--- src/rtl/inst_fetch_prefetch.sv ---
// inst_fetch_prefetch: RV32I instruction fetch with AXI4 INCR burst prefetch FIFO
//
// Bursts of up to BURST_LEN words are issued only when the FIFO has room for a
// full burst, so R beats are never back-pressured. A redirect flushes the FIFO
// and any in-flight burst is drained and dropped before the next AR goes out.
//
// Ports:
//   i_clk, i_rst           clock, synchronous active-high reset
//   i_exec                 run enable (no new AR while low)
//   i_stall                pipeline cannot take o_inst this cycle
//   i_redirect/_pc         one-cycle flush and restart at i_redirect_pc (word aligned)
//   o_pc                   PC of the instruction presented on o_inst
//   o_inst_valid, o_inst   instruction at the FIFO head
//   o_mem_wait             running with an empty FIFO
//   o_fetch_err            sticky error from a kept beat with RRESP != OKAY
//   o_m_axi_ar*/i_m_axi_arready    AXI4 read address channel
//   i_m_axi_r*/o_m_axi_rready      AXI4 read data channel
module inst_fetch_prefetch #(
    parameter int C_M_AXI_THREAD_ID_WIDTH = 1,
    parameter int C_M_AXI_ADDR_WIDTH      = 32,
    parameter int C_M_AXI_DATA_WIDTH      = 32,
    parameter int C_M_AXI_ARUSER_WIDTH    = 1,
    parameter int C_M_AXI_RUSER_WIDTH     = 4,
    parameter int BURST_LEN               = 4,
    parameter int FIFO_DEPTH              = 8,
    parameter logic [C_M_AXI_ADDR_WIDTH-1:0] RESET_PC = '0
) (
    input  logic                               i_clk,
    input  logic                               i_rst,
    input  logic                               i_exec,
    input  logic                               i_stall,
    input  logic                               i_redirect,
    input  logic [C_M_AXI_ADDR_WIDTH-1:0]      i_redirect_pc,
    output logic [C_M_AXI_ADDR_WIDTH-1:0]      o_pc,
    output logic                               o_inst_valid,
    output logic [C_M_AXI_DATA_WIDTH-1:0]      o_inst,
    output logic                               o_mem_wait,
    output logic                               o_fetch_err,
    output logic [C_M_AXI_THREAD_ID_WIDTH-1:0] o_m_axi_arid,
    output logic [C_M_AXI_ADDR_WIDTH-1:0]      o_m_axi_araddr,
    output logic [7:0]                         o_m_axi_arlen,
    output logic [2:0]                         o_m_axi_arsize,
    output logic [1:0]                         o_m_axi_arburst,
    output logic                               o_m_axi_arlock,
    output logic [3:0]                         o_m_axi_arcache,
    output logic [2:0]                         o_m_axi_arprot,
    output logic [3:0]                         o_m_axi_arqos,
    output logic [C_M_AXI_ARUSER_WIDTH-1:0]    o_m_axi_aruser,
    output logic                               o_m_axi_arvalid,
    input  logic                               i_m_axi_arready,
    input  logic [C_M_AXI_THREAD_ID_WIDTH-1:0] i_m_axi_rid,
    input  logic [C_M_AXI_DATA_WIDTH-1:0]      i_m_axi_rdata,
    input  logic [1:0]                         i_m_axi_rresp,
    input  logic                               i_m_axi_rlast,
    input  logic [C_M_AXI_RUSER_WIDTH-1:0]     i_m_axi_ruser,
    input  logic                               i_m_axi_rvalid,
    output logic                               o_m_axi_rready
);
    localparam int AW = C_M_AXI_ADDR_WIDTH;
    localparam int DW = C_M_AXI_DATA_WIDTH;
    localparam int PW = $clog2(FIFO_DEPTH);
    localparam logic [1:0] S_IDLE = 2'd0;
    localparam logic [1:0] S_REQ  = 2'd1;
    localparam logic [1:0] S_DATA = 2'd2;

    logic [1:0]    r_state;
    logic [AW-1:0] r_fetch_addr;
    logic [AW-1:0] r_deliver_pc;
    logic [AW-1:0] r_araddr;
    logic [7:0]    r_arlen;
    logic          r_discard;
    logic          r_fetch_err;
    logic [PW:0]   r_wr;
    logic [PW:0]   r_rd;
    logic [DW-1:0] r_mem [FIFO_DEPTH];

    logic [PW:0]   w_count;
    logic          w_empty;
    logic          w_room;
    logic [4:0]    w_off;
    logic [4:0]    w_beats;
    logic          w_start;
    logic          w_beat;
    logic          w_last;
    logic          w_push;
    logic          w_pop;
    logic [AW-1:0] w_redirect_pc;
    logic          w_unused;

    assign w_count       = r_wr - r_rd;
    assign w_empty       = r_wr == r_rd;
    assign w_room        = int'(w_count) + BURST_LEN <= FIFO_DEPTH;
    // Start mid-block so the burst ends on a 4*BURST_LEN-byte boundary.
    assign w_off         = 5'((r_fetch_addr >> 2) & AW'(BURST_LEN - 1));
    assign w_beats       = 5'(BURST_LEN) - w_off;
    assign w_start       = r_state == S_IDLE && i_exec && !i_redirect && w_room;
    assign w_beat        = r_state == S_DATA && i_m_axi_rvalid;
    assign w_last        = w_beat && i_m_axi_rlast;
    assign w_push        = w_beat && !r_discard && !i_redirect;
    assign w_pop         = o_inst_valid && !i_stall && !i_redirect;
    assign w_redirect_pc = {i_redirect_pc[AW-1:2], 2'b00};
    assign w_unused      = ^{i_m_axi_rid, i_m_axi_ruser, i_redirect_pc[1:0]};

    assign o_pc            = r_deliver_pc;
    assign o_inst_valid    = i_exec && !w_empty;
    assign o_inst          = w_empty ? '0 : r_mem[r_rd[PW-1:0]];
    assign o_mem_wait      = i_exec && w_empty;
    assign o_fetch_err     = r_fetch_err;
    assign o_m_axi_arid    = '0;
    assign o_m_axi_araddr  = r_araddr;
    assign o_m_axi_arlen   = r_arlen;
    assign o_m_axi_arsize  = 3'b010;
    assign o_m_axi_arburst = 2'b01;
    assign o_m_axi_arlock  = 1'b0;
    assign o_m_axi_arcache = 4'b0011;
    assign o_m_axi_arprot  = 3'b000;
    assign o_m_axi_arqos   = 4'b0000;
    assign o_m_axi_aruser  = '0;
    assign o_m_axi_arvalid = r_state == S_REQ;
    assign o_m_axi_rready  = r_state == S_DATA;

    always_ff @(posedge i_clk) begin
        if (w_push) r_mem[r_wr[PW-1:0]] <= i_m_axi_rdata;
    end

    always_ff @(posedge i_clk) begin
        if (i_rst) begin
            r_state      <= S_IDLE;
            r_fetch_addr <= RESET_PC;
            r_deliver_pc <= RESET_PC;
            r_araddr     <= '0;
            r_arlen      <= '0;
            r_discard    <= 1'b0;
            r_fetch_err  <= 1'b0;
            r_wr         <= '0;
            r_rd         <= '0;
        end else begin
            if (w_start) begin
                r_state  <= S_REQ;
                r_araddr <= r_fetch_addr;
                r_arlen  <= 8'(w_beats - 5'd1);
            end
            if (r_state == S_REQ && i_m_axi_arready) r_state <= S_DATA;
            if (w_last) begin
                r_state   <= S_IDLE;
                r_discard <= 1'b0;
                if (!r_discard) r_fetch_addr <= r_fetch_addr + ((AW'(r_arlen) + AW'(1)) << 2);
            end
            if (w_push) r_wr <= r_wr + 1'b1;
            if (w_pop) begin
                r_rd         <= r_rd + 1'b1;
                r_deliver_pc <= r_deliver_pc + AW'(4);
            end
            if (w_push && i_m_axi_rresp != 2'b00) r_fetch_err <= 1'b1;
            // Redirect overrides everything above; a redirect on the RLAST beat
            // has nothing left to drain, so discard is not armed then.
            if (i_redirect) begin
                r_wr         <= '0;
                r_rd         <= '0;
                r_deliver_pc <= w_redirect_pc;
                r_fetch_addr <= w_redirect_pc;
                if (r_state != S_IDLE && !w_last) r_discard <= 1'b1;
            end
        end
    end
endmodule

--- config.mk ---
export PLATFORM = sky130hd
export DESIGN_NAME = inst_fetch_prefetch
export DESIGN_NICKNAME = d
export VERILOG_FILES = /design/src/rtl/inst_fetch_prefetch.sv
export SDC_FILE = /design/constraint.sdc
export NUM_CORES = 1
export LEC_CHECK = 0
export ABC_AREA = 1
export CAP_MARGIN = 30
export CORE_MARGIN = 2
export CORE_UTILIZATION = 51
export DETAILED_ROUTE_END_ITERATION = 7
export MAX_ROUTING_LAYER = met4
export PLACE_DENSITY = 0.77
export SYNTH_ARGS = -nofsm -noshare
export SYNTH_HDL_FRONTEND = slang
export SYNTH_SLANG_ARGS = --single-unit
--- constraint.sdc ---
create_clock -name i_clk -period 3.87 [get_ports i_clk]
set_input_delay 0.774 -clock i_clk [delete_from_list [all_inputs] [get_ports i_clk]]
set_output_delay 0.774 -clock i_clk [all_outputs]
set_load 0.02 [all_outputs]
# Word-level counts from Yosys, hierarchy flattened
# Memories as Yosys holds them, arrays and structs flattened. A register that Yosys moved wholly into a read port is not among the register bits.
# Cells that the tools add are included.
# totals
reg_bits,116
output_inout_bits,128
ram_bits,256
wordCells,73
mem_count,1
input_bits,79
# classes
n_eq_ne,4
bitwise,1
n_reduce_logical,30
n_lt_le_gt_ge,1
add_sub_neg,9
muxes,15
# memory_table
memory,depth,width,rd,rd_clocked_by_memory_dff,wr,line,text
r_mem,8,32,1,1,1,75,logic [DW-1:0] r_mem [FIFO_DEPTH];
# ops
cell,count
32-bit two-way mux,6
32-bit by 11-bit adder with 32-bit output,1
"32-bit by 3-bit adder with 32-bit output, second input constant",1
1-bit logical AND,14
2-bit nonzero test,5
"8-bit by 1-bit adder with 9-bit output, second input constant",1
"4-bit by 1-bit adder with 4-bit output, second input constant",2
3-bit two-way mux,2
"5-bit by 1-bit subtractor with 6-bit output, second input constant",1
"4-bit by 3-bit adder with 5-bit output, second input constant",1
"5-bit by 4-bit less-or-equal comparator with 1-bit output, second input constant",1
1-bit logical NOT,5
1-bit two-way mux,5
4-bit equality test,1
2-bit two-way mux,2
2-bit AND reduction,2
2-bit OR reduction,2
"3-bit by 2-bit subtractor with 4-bit output, first input constant",1
4-bit subtractor,1
3-bit OR reduction,1
"2-bit by 1-bit equality test with 1-bit output, second input constant",1
"2-bit equality test, second input constant",1
2-bit logical NOT,1
"2-bit inequality test, second input constant",1
1-bit NOT,1

# Logic depth before layout (Yosys ltp)
# Gate-level depths: netlist of the first run.
# logic_depth
ltp_word,7
depth_mapped,14

# Worst setup path after synthesis of the first run
# OpenSTA, ideal clock, no wires.
# synth_timing
kind,input port to flip-flop
start,input i_m_axi_rvalid
end,"memory r_mem[3][0] (netlist name), enable pin"
required_time_ns,3.409
slack_ns,0.060
setup_ns,0.461
arrival_ns,3.349
stages,4
path_cell_list,nand3_2 > nor2_4 > nand2_1 > nor3_1
# synth_between
elab_chain_len,5
# synth_lines
item,line,text
start: declaration,56,"input logic i_m_axi_rvalid,"
1-bit logical AND,97,assign w_beat = r_state == S_DATA && i_m_axi_rvalid;
1-bit logical AND (2 in series),99,assign w_push = w_beat && !r_discard && !i_redirect;
1-bit two-way mux,123,if (w_push) r_mem[r_wr[PW-1:0]] <= i_m_axi_rdata;
1-bit two-way mux (implied by the code),123,
end: declaration,75,
# No other way between the ends.

# Worst setup path in the final report of the first run
# layout_timing
start,register r_wr[2]
end,output o_inst[29]
# layout_between
elab_chain_len,2
# layout_lines
item,line,text
start: declaration,73,logic [PW:0] r_wr;
start signal: assignment,149,if (w_push) r_wr <= r_wr + 1'b1;
4-bit equality test,91,assign w_empty = r_wr == r_rd;
32-bit two-way mux,106,assign o_inst = w_empty ? '0 : r_mem[r_rd[PW-1:0]];
end: declaration,36,"output logic [C_M_AXI_DATA_WIDTH-1:0] o_inst,"
# No other way between the ends.

==> flow_summary.toml, run 1 <==
[setup_path]
arrival_ns = 2.92
critPathMaxStageDelay_ns = 0.65
critPathKind = "flip-flop to output port"
worstPathRequired_ns = 3.10
r2r_cells = 9
path_cells = "ha_1 -> inv_1 -> nor2_1 -> nand2_4 -> o21ai_0 -> nor2_1 -> clkdlybuf4s50_1"
r2r_slack_ns = 1.29
slowest_stage = "clkdlybuf4s50_1"
worst_setup_path_start_kind = "flip-flop"
cp-end-kind = "output port"
timing.critical_path.mode_cell = "nor2_1"
r2r-start = "r_wr[2]"
critPathMaxFanout = 35

[synthesis]
synth_area_mm2 = 0.01676
netlist.area_leader.share_pct = 45.87
synthCells = 1768
async_flop_share_pct = 0
ys_types = 47
synth_area_per_cell_um2 = 9.478
yosysMostFrequentCell = "nor2_1"
synth_flop_cell = "edfxtp_1"
ys_warn_count = 0
synth_area_leader_cell = "edfxtp_1"
seq_area_frac_synth_pct = 58.90
synth_edf_count = 256
synth_commonest_cells = "nor2_1 (398), nand2_1 (281), edfxtp_1 (256)"
ys_ff_latch = 365
synth.top_cells.by_area = "edfxtp_1 (46%), dfxtp_1 (13%), nor2_1 (8.9%)"

[sta]
drv_slew = 0
worst_pin_slew_ns = 1.028
skew_ns = 0.01146
fin_setup_tns_ns = 0
maxSlewHeadroom_pct = 31.38
fmax_mhz = 270.8
fin_crit_ns = 3.693
setup_violations = 0
min_period_over_period_pct = 95.41
hold_viol = 0
rsz0062_at_grt = "no"

[grt]
grt_pass1_vias = 12720
grt_usage_pct = 25.80
grt.overflow.total = 0
grt_antenna_before_repair = 0
grt_max_degree = 67
grt_pass1_wl_um = 67100

[clock_tree]
cts_tree = "done"
path_clk_slew_ns = 0.06
insertion_delay_ns = 0.54
clockRootBuffer = "clkbuf_16"
clk_path_buf_depth = 3
clock-sinks = 365
numCtsBuffers = 39
htreeDepth = 2
cts_setup_buffers = 0
cts_resized = 0
hold_buffers = 0

[detailed_routing]
firstDrtPassIters = 7
dr.first_iter.drc_count = 1106
drc = 0
wirelength_um = 43330
vias = 13190
wl_per_cell_um = 18.15
ant_nets = 0
drt-vias-per-instance = 5.527

[placed_design]
place_congestion = 0.9242
dp_cells = 2315
placed_area_mm2 = 0.01876
portBuffers = 175
hpwlAfterDp_um = 27350

[pwr]
pwr-share-clk_pct = 42.7
p_comb_share_pct = 7.1
seqPwrFrac_pct = 50.2
switchingPower_mw = 1.982
power.leakage_nw = 7.245
swShare_pct = 22.99
p_int_mw = 6.639
p_per_area_mw_per_mm2 = 430.5
vdd_drop_max_uv = 342.9

[finish]
area_growth_pct = 19.49
fin_cells = 2387
fillers = 2628
final_util_pct = 61.70
drive_gt1_share_pct = 7.407
finalInstanceArea_mm2 = 0.02002
nets = 2011
regArea_mm2 = 0.009877
multiInputGateArea_mm2 = 0.005972

[run_status]
status = "finished, final reports clean"

[run]
max_cap_violations = 0

[floorplan]
initial_utilization_pct = 51.63
core_area_mm2 = 0.03245
die_area_mm2 = 0.03432
die_w_um = 185.3
num_rows = 66
io_pins = 207
dieHeight_um = 185.3

[hold_path]
hold_end = "o_fetch_err"
hp-start = "o_fetch_err"
min_path_cells = 2
hold_class = "flip-flop to flip-flop"
[cell usage in the layout (no fill, tap or decap), drive strengths merged, types with 3 or more instances in the layout]
cell type / synthesis / layout
nand2: 291 / 291
a21boi: 10 / 10
o21ai: 164 / 164
nand3: 71 / 71
clkinvlp: 0 / 3
o32ai: 64 / 64
buf: 69 / 25
nor2: 414 / 414
xnor2: 6 / 6
nand3b: 14 / 14
conb: 2 / 25
nor3: 20 / 20
or2: 3 / 3
clkbuf: 47 / 42
xor2: 16 / 16
ha: 17 / 17
inv: 99 / 100
a31oi: 16 / 16
dfxtp: 109 / 109
bufinv: 0 / 4
clkinv: 0 / 21
edfxtp: 256 / 256
clkdlybuf4s50: 0 / 173
nand4: 9 / 9
a21oi: 65 / 65
[worst max-delay path: cells and delay by family (launching register included)]
kind / cells / cell delay [ns]
fa+ha+maj: 1 / 0.30
flops: 1 / 0.47
compound gates: 1 / 0.19
buf+inv: 2 / 0.75
simple gates: 3 / 0.66
[worst max-delay path by stage]
stage | startpoint | to | cells after the start
after floorplan | i_m_axi_rvalid | r_mem[3][0] | 4
after global placement | r_wr[2] | o_inst[4] | 7
after detailed placement | r_wr[2] | o_inst[4] | 7
after CTS | r_wr[2] | o_inst[4] | 7
after global routing | r_wr[0] | o_inst[29] | 8
final | r_wr[2] | o_inst[29] | 7
[metrics by stage]
stage	setup WS [ns]	total power, mW	hold WS [ns]
floorplan	0.06003	4.738	0.4622
detailed placement	0.7414	5.017	0.4476
global route	0.001620	8.886	0.4778
global placement	0.7596	5.005	0.4440
CTS	0.1695	8.668	0.4560
finish	0.1774	8.620	0.4556
[cells by family (layout without fill, tap and decap cells)]
| group | Yosys count | in the layout | share of synthesized area (%) |
|---|---|---|---|
| XOR/XNOR | 22 | 22 | 1.195 |
| adder cells (fa/ha/maj) | 18 | 18 | 1.389 |
| AND/OR/NAND/NOR | 824 | 824 | 20.73 |
| flip-flops | 365 | 365 | 58.90 |
| buffers and inverters | 215 | 368 | 6.294 |
| AO/OA/AOI/OAI | 322 | 322 | 11.45 |
| other | 2 | 26 | 0.04482 |
[sequential cells by signal, summed over array words and instances, names as in the netlist, named ones only]
register / count
r_mem: 256
o_m_axi_araddr: 30
o_pc: 30
r_fetch_addr: 30
o_m_axi_arlen: 4
r_rd: 4
r_wr: 4
r_state: 2
o_fetch_err: 1
r_discard: 1
[per-layer routing]
layer / wire, um / track usage, % / vias up
li1: - / - / 6304
met3: 3104 / 3.480 / 88
met5: 0 / - / -
met1: 17380 / 31.36 / 6244
met2: 21840 / 45.04 / 558
met4: 1004 / 7.302 / 0
[power by group through the flow]
stage / clock [mW] / sequential, mW / combinational (mW)
global placement: 0 / 4.40 / 0.600
global route: 3.88 / 4.33 / 0.670
floorplan: 0 / 4.44 / 0.301
finish: 3.68 / 4.33 / 0.615
CTS: 3.73 / 4.32 / 0.615
detailed placement: 0 / 4.41 / 0.611
[final cells by class]
class                      count  share of cell area (%)
clock buffer                  42                   4.980
tap                          442                   2.762
multi-input combinational   1211                   29.83
antenna                        1                 0.01250
clock inverter                29                   1.331
inverter                      99                   1.887
timing repair buffer         198                   9.873
sequential                   365                   49.33
No activity file was read; power rests on OpenSTA's default activity.
==> inputs of run 2 (changes only) <==
Settings changed: CORE_MARGIN 2 to 1.5.
==> run 2 against run 1 <==
  * Clock skew up 0.0077 ns
  * Non-clock buffer count grew 4
  * Clock power about the same
  * Maximum frequency up 1.2%
  * Count of clock-buffer cells in the layout grew 7
  * Critical endpoint unchanged
  * Largest cell class unchanged
  * Largest power group unchanged
  * Highest routed layer unchanged
==> flow_summary.toml, run 2 (synthesis gave the netlist of run 1 again) <==
[detailed_routing]
ant_nets = 0
vias = 13120
drc = 0
firstDrtPassIters = 5
wirelength_um = 42540
wl_per_cell_um = 17.81
dr.first_iter.drc_count = 1024
drt-vias-per-instance = 5.493

[finish]
finalInstanceArea_mm2 = 0.02012
fin_cells = 2388
fillers = 2624
drive_gt1_share_pct = 7.301
nets = 2014
largest_reg_flops = 256
final_common_cell = "nor2_1"
area_growth_pct = 20.04
final_cell_mix = "nor2_1 (393), nand2_1 (281), edfxtp_1 (256)"

[grt]
grt_antenna_before_repair = 1
grt_pass1_wl_um = 65100
grt_max_degree = 129
grt_usage_pct = 25.41
grt.overflow.total = 0
grt_pass1_vias = 12460

[sta]
rsz0062_at_grt = "no"
skew_ns = 0.01915
fin_crit_ns = 3.649
hold_viol = 0
setup_violations = 0
min_period_over_period_pct = 94.30
drv_slew = 0
fmax_mhz = 274.0
fin_setup_tns_ns = 0
worst_pin_slew_ns = 1.091
maxSlewHeadroom_pct = 27.20

[pwr]
vdd_drop_max_uv = 309.2
power.leakage_nw = 7.275
p_per_area_mw_per_mm2 = 429.4

[setup_path]
slowest_stage = "clkdlybuf4s50_1"
r2r_slack_ns = 1.28
worstPathRequired_ns = 3.10
r2r-start = "r_wr[2]"
critPathMaxStageDelay_ns = 0.66
crit_end = "o_inst[29]"
worstSetupStartpoint = "r_wr[2]"
worst_setup_path_start_kind = "flip-flop"
r2r_cells = 9
timing.critical_path.mode_cell = "nor2_1"
critPathKind = "flip-flop to output port"
cp-end-kind = "output port"
critPathMaxFanout = 35
path_cells = "ha_1 -> inv_1 -> nor2_1 -> nand2_4 -> o21ai_0 -> nor2_1 -> clkdlybuf4s50_1"
arrival_ns = 2.88

[floorplan]
initial_utilization_pct = 51.63
core_area_mm2 = 0.03245
die_w_um = 184.3
die_area_mm2 = 0.03395
io_pins = 207
dieHeight_um = 184.3
num_rows = 66

[clock_tree]
clockRootBuffer = "clkbuf_16"
cts_tree = "done"
htreeDepth = 2
path_clk_slew_ns = 0.06
clk_path_buf_depth = 3
numCtsBuffers = 38
clock-sinks = 365
insertion_delay_ns = 0.53

[placed_design]
hpwlAfterDp_um = 27130
placed_area_mm2 = 0.01882
dp_cells = 2318
portBuffers = 175
place_congestion = 0.9526

[hold_path]
hold_class = "flip-flop to flip-flop"

[run]
max_cap_violations = 0

[run_status]
status = "finished, final reports clean"
==> run 2: cell types whose count changed in the layout (fill, tap and decap cells not counted), sizes merged <==
cell	change
clkinvlp	-2
inv	-2
buf	+4
clkbuf	+7
bufinv	+1
clkinv	-7
==> run 2: area by class of cell <==
class / count / area, um2 / share of cell area, %
clock buffer: 49 / 1023 / 5.088
antenna: 1 / 2.502 / 0.01244
clock inverter: 19 / 252.7 / 1.256
tap: 442 / 553.0 / 2.749
multi-input combinational: 1211 / 5972 / 29.69
inverter: 99 / 377.9 / 1.878
timing repair buffer: 202 / 2057 / 10.23
sequential: 365 / 9877 / 49.10
==> run 2: metrics by stage <==
| stage | utilization [%] | hold slack (ns) | power (mW) | setup WS, ns |
|---|---|---|---|---|
| finish | 61.98 | 0.4551 | 8.638 | 0.2206 |
| CTS | 61.91 | 0.4537 | 8.688 | 0.1575 |
| floorplan | - | 0.4622 | 4.738 | 0.06003 |
| global route | 61.98 | 0.4980 | 8.895 | 0.08264 |
| detailed placement | 57.98 | 0.4447 | 5.014 | 0.7018 |
| global placement | 57.98 | 0.4441 | 5.002 | 0.7384 |
==> run 2: worst min path at each step <==
stage                    start              end  slack, ns  cells after the start
2_1_floorplan  r_fetch_addr[4]  r_fetch_addr[4]       0.46                      2
3_3_place_gp       o_fetch_err      o_fetch_err       0.44                      2
3_5_place_dp       o_fetch_err      o_fetch_err       0.44                      2
4_1_cts            o_fetch_err      o_fetch_err       0.45                      2
5_1_grt            o_fetch_err      o_fetch_err       0.50                      2
6_report           o_fetch_err      o_fetch_err       0.46                      2
==> run 2: routing by layer <==
metal	track usage (%)	wire length, um	up-vias
li1	-	-	6308
met1	30.12	17000	6184
met2	44.00	21120	524
met3	3.952	3134	101
met4	9.016	1282	0
met5	-	0	-
==> run 2: power breakdown <==
group          internal [mW]  total, mW  switching (mW)
logic                  0.249      0.613           0.364
clock network           2.22       3.70            1.48
registers               4.24       4.32          0.0814
==> run 2: worst max-delay path: cells and delay by family, from the launching register on <==
| family | cells | cell delay [ns] |
|---|---|---|
| and+or+nand+nor | 3 | 0.68 |
| DFF | 1 | 0.47 |
| AOI/OAI and AO/OA | 1 | 0.16 |
| buffers and inverters | 2 | 0.74 |
| adders and majority gates | 1 | 0.29 |
==> run 2: repair_timing <==
item | in CTS | in global routing
endpoints found under the setup margin | 0 | 1
hold buffers | 0 | 0
buffers inserted | 0 | 1
gates resized for setup | 0 | 0
==> inputs of run 3 (changes only) <==
Settings changed: CORE_UTILIZATION 51 to 39, PLACE_DENSITY 0.77 to 0.62, RECOVER_POWER set to 100, TNS_END_PERCENT set to 10.
==> run 3 against run 2 <==
  * Non-clock buffer count down 5
  * Total power fell by 1.9%
  * Via count shrank 0.62%
  * Highest routed layer unchanged
  * Sequential cell count did not move
  * The run now ends with max-capacitance violations, max-slew violations left
  * Final cell count up 3.7%
==> flow_summary.toml, run 3 (synthesis gave the netlist of run 1 again) <==
[clock_tree]
numCtsBuffers = 39
clock-sinks = 365
clk_path_buf_depth = 3
path_clk_slew_ns = 0.06
hold_buffers = 0
htreeDepth = 2
cts_setup_buffers = 0
cts_resized = 0
insertion_delay_ns = 0.56
clockRootBuffer = "clkbuf_16"
cts_tree = "done"

[grt]
grt.overflow.total = 0
grt_max_degree = 129
grt_pass1_vias = 12470
grt_usage_pct = 21.04
grt_antenna_before_repair = 0
grt_pass1_wl_um = 69930

[sta]
fin_crit_ns = 3.638
hold_viol = 0
min_period_over_period_pct = 94.02
rsz0062_at_grt = "no"
drv_slew = 129
setup_ws_ns = 0.2315
fin_setup_tns_ns = 0
worst_pin_slew_ns = 1.985
fmax_mhz = 274.8
maxSlewHeadroom_pct = -32.33
skew_ns = 0.01734
setup_violations = 0

[detailed_routing]
vias = 13040
wirelength_um = 45400
ant_nets = 0
dr.first_iter.drc_count = 846
drc = 0
wl_per_cell_um = 18.33
drt-vias-per-instance = 5.265
firstDrtPassIters = 7

[finish]
nets = 2010
final_util_pct = 47.43
antenna_cells = 0
fillers = 3931
largest_reg_flops = 256
final_common_cell = "nor2_1"
drive_gt1_share_pct = 5.731
multiInputGateArea_mm2 = 0.005916
regArea_mm2 = 0.009877
final_cell_mix = "nor2_1 (399), nand2_1 (282), edfxtp_1 (256)"
area_growth_pct = 19.26

[setup_path]
worstPathRequired_ns = 4.28
r2r_slack_ns = 0.62
worst_setup_path_start_kind = "primary input"
arrival_ns = 4.05
critPathMaxFanout = 25
critPathKind = "primary input to flip-flop"
r2r_cells = 7
cp-end-kind = "flip-flop"

[floorplan]
die_area_mm2 = 0.04422
dieHeight_um = 210.3
die_w_um = 210.3
initial_utilization_pct = 39.77
io_pins = 207
core_area_mm2 = 0.04213
num_rows = 75

[run_status]
violations = "max-capacitance violations, max-slew violations"
status = "finished, violations left"

[placed_design]
place_congestion = 0.9343
place_ws_ns = 0.6747
hpwlAfterDp_um = 28570
portBuffers = 175

[hold_path]
min_path_cells = 2
hold_class = "flip-flop to flip-flop"

[pwr]
p_per_area_mw_per_mm2 = 424.2
vdd_drop_max_uv = 410.6
finalPower_mw = 8.478
power.leakage_nw = 7.464

[run]
max_cap_violations = 4
[run 3: cell count changes in the layout (fill, tap and decap cells not counted), sizes merged, moves of 3 or more]
cell,previous run,this run
buf,29,9
bufinv,5,2
clkbuf,49,67
clkdlybuf4s50,173,46
clkinv,14,10
dlygate4sd3,0,127
[run 3: worst max-delay path, cell delays in order]
cell	delay, ns
clkbuf_1	0.54
nor2_1	1.48
inv_1	0.77
o21ai_0	0.41
a21oi_1	0.07
[run 3: layer usage]
layer	vias up	share of wire (%)	track usage [%]
met1	6219	42	25.47
met3	82	6.1	3.382
met4	0	2.9	7.418
met5	-	0	-
li1	6299	-	-
met2	436	49	35.66
[run 3: stage by stage]
stage | hold slack, ns | cells | cell area [um2]
finish | 0.4478 | 2476 | 19980
detailed placement | 0.4445 | 2411 | 18920
CTS | 0.4529 | 2476 | 20120
global route | 0.4684 | 2476 | 19980
floorplan | 0.4622 | 1791 | 16840
global placement | 0.4412 | 2411 | 18920
[run 3: path summary, 6_finish.rpt]
| path | from | endpoint |
|---|---|---|
| worst max register to register | r_state[1] | r_mem[7][15] |
| worst min-delay path | o_fetch_err | o_fetch_err |
| worst max-delay path | i_redirect | r_fetch_addr[3] |
| worst min register to register | o_fetch_err | o_fetch_err |
[run 3: report_power, final]
part,switching (mW),internal [mW]
Combinational,0.368,0.221
Clock,1.50,2.06
Sequential,0.0798,4.24
Total,1.95,6.53
[run 3: cell type report]
type                       instances  area share (%)
multi-input combinational       1211           29.60
clock buffer                      52           5.328
inverter                          99           1.872
tap                              539           3.375
clock inverter                    13          0.6950
sequential                       365           49.42
timing repair buffer             197           9.704
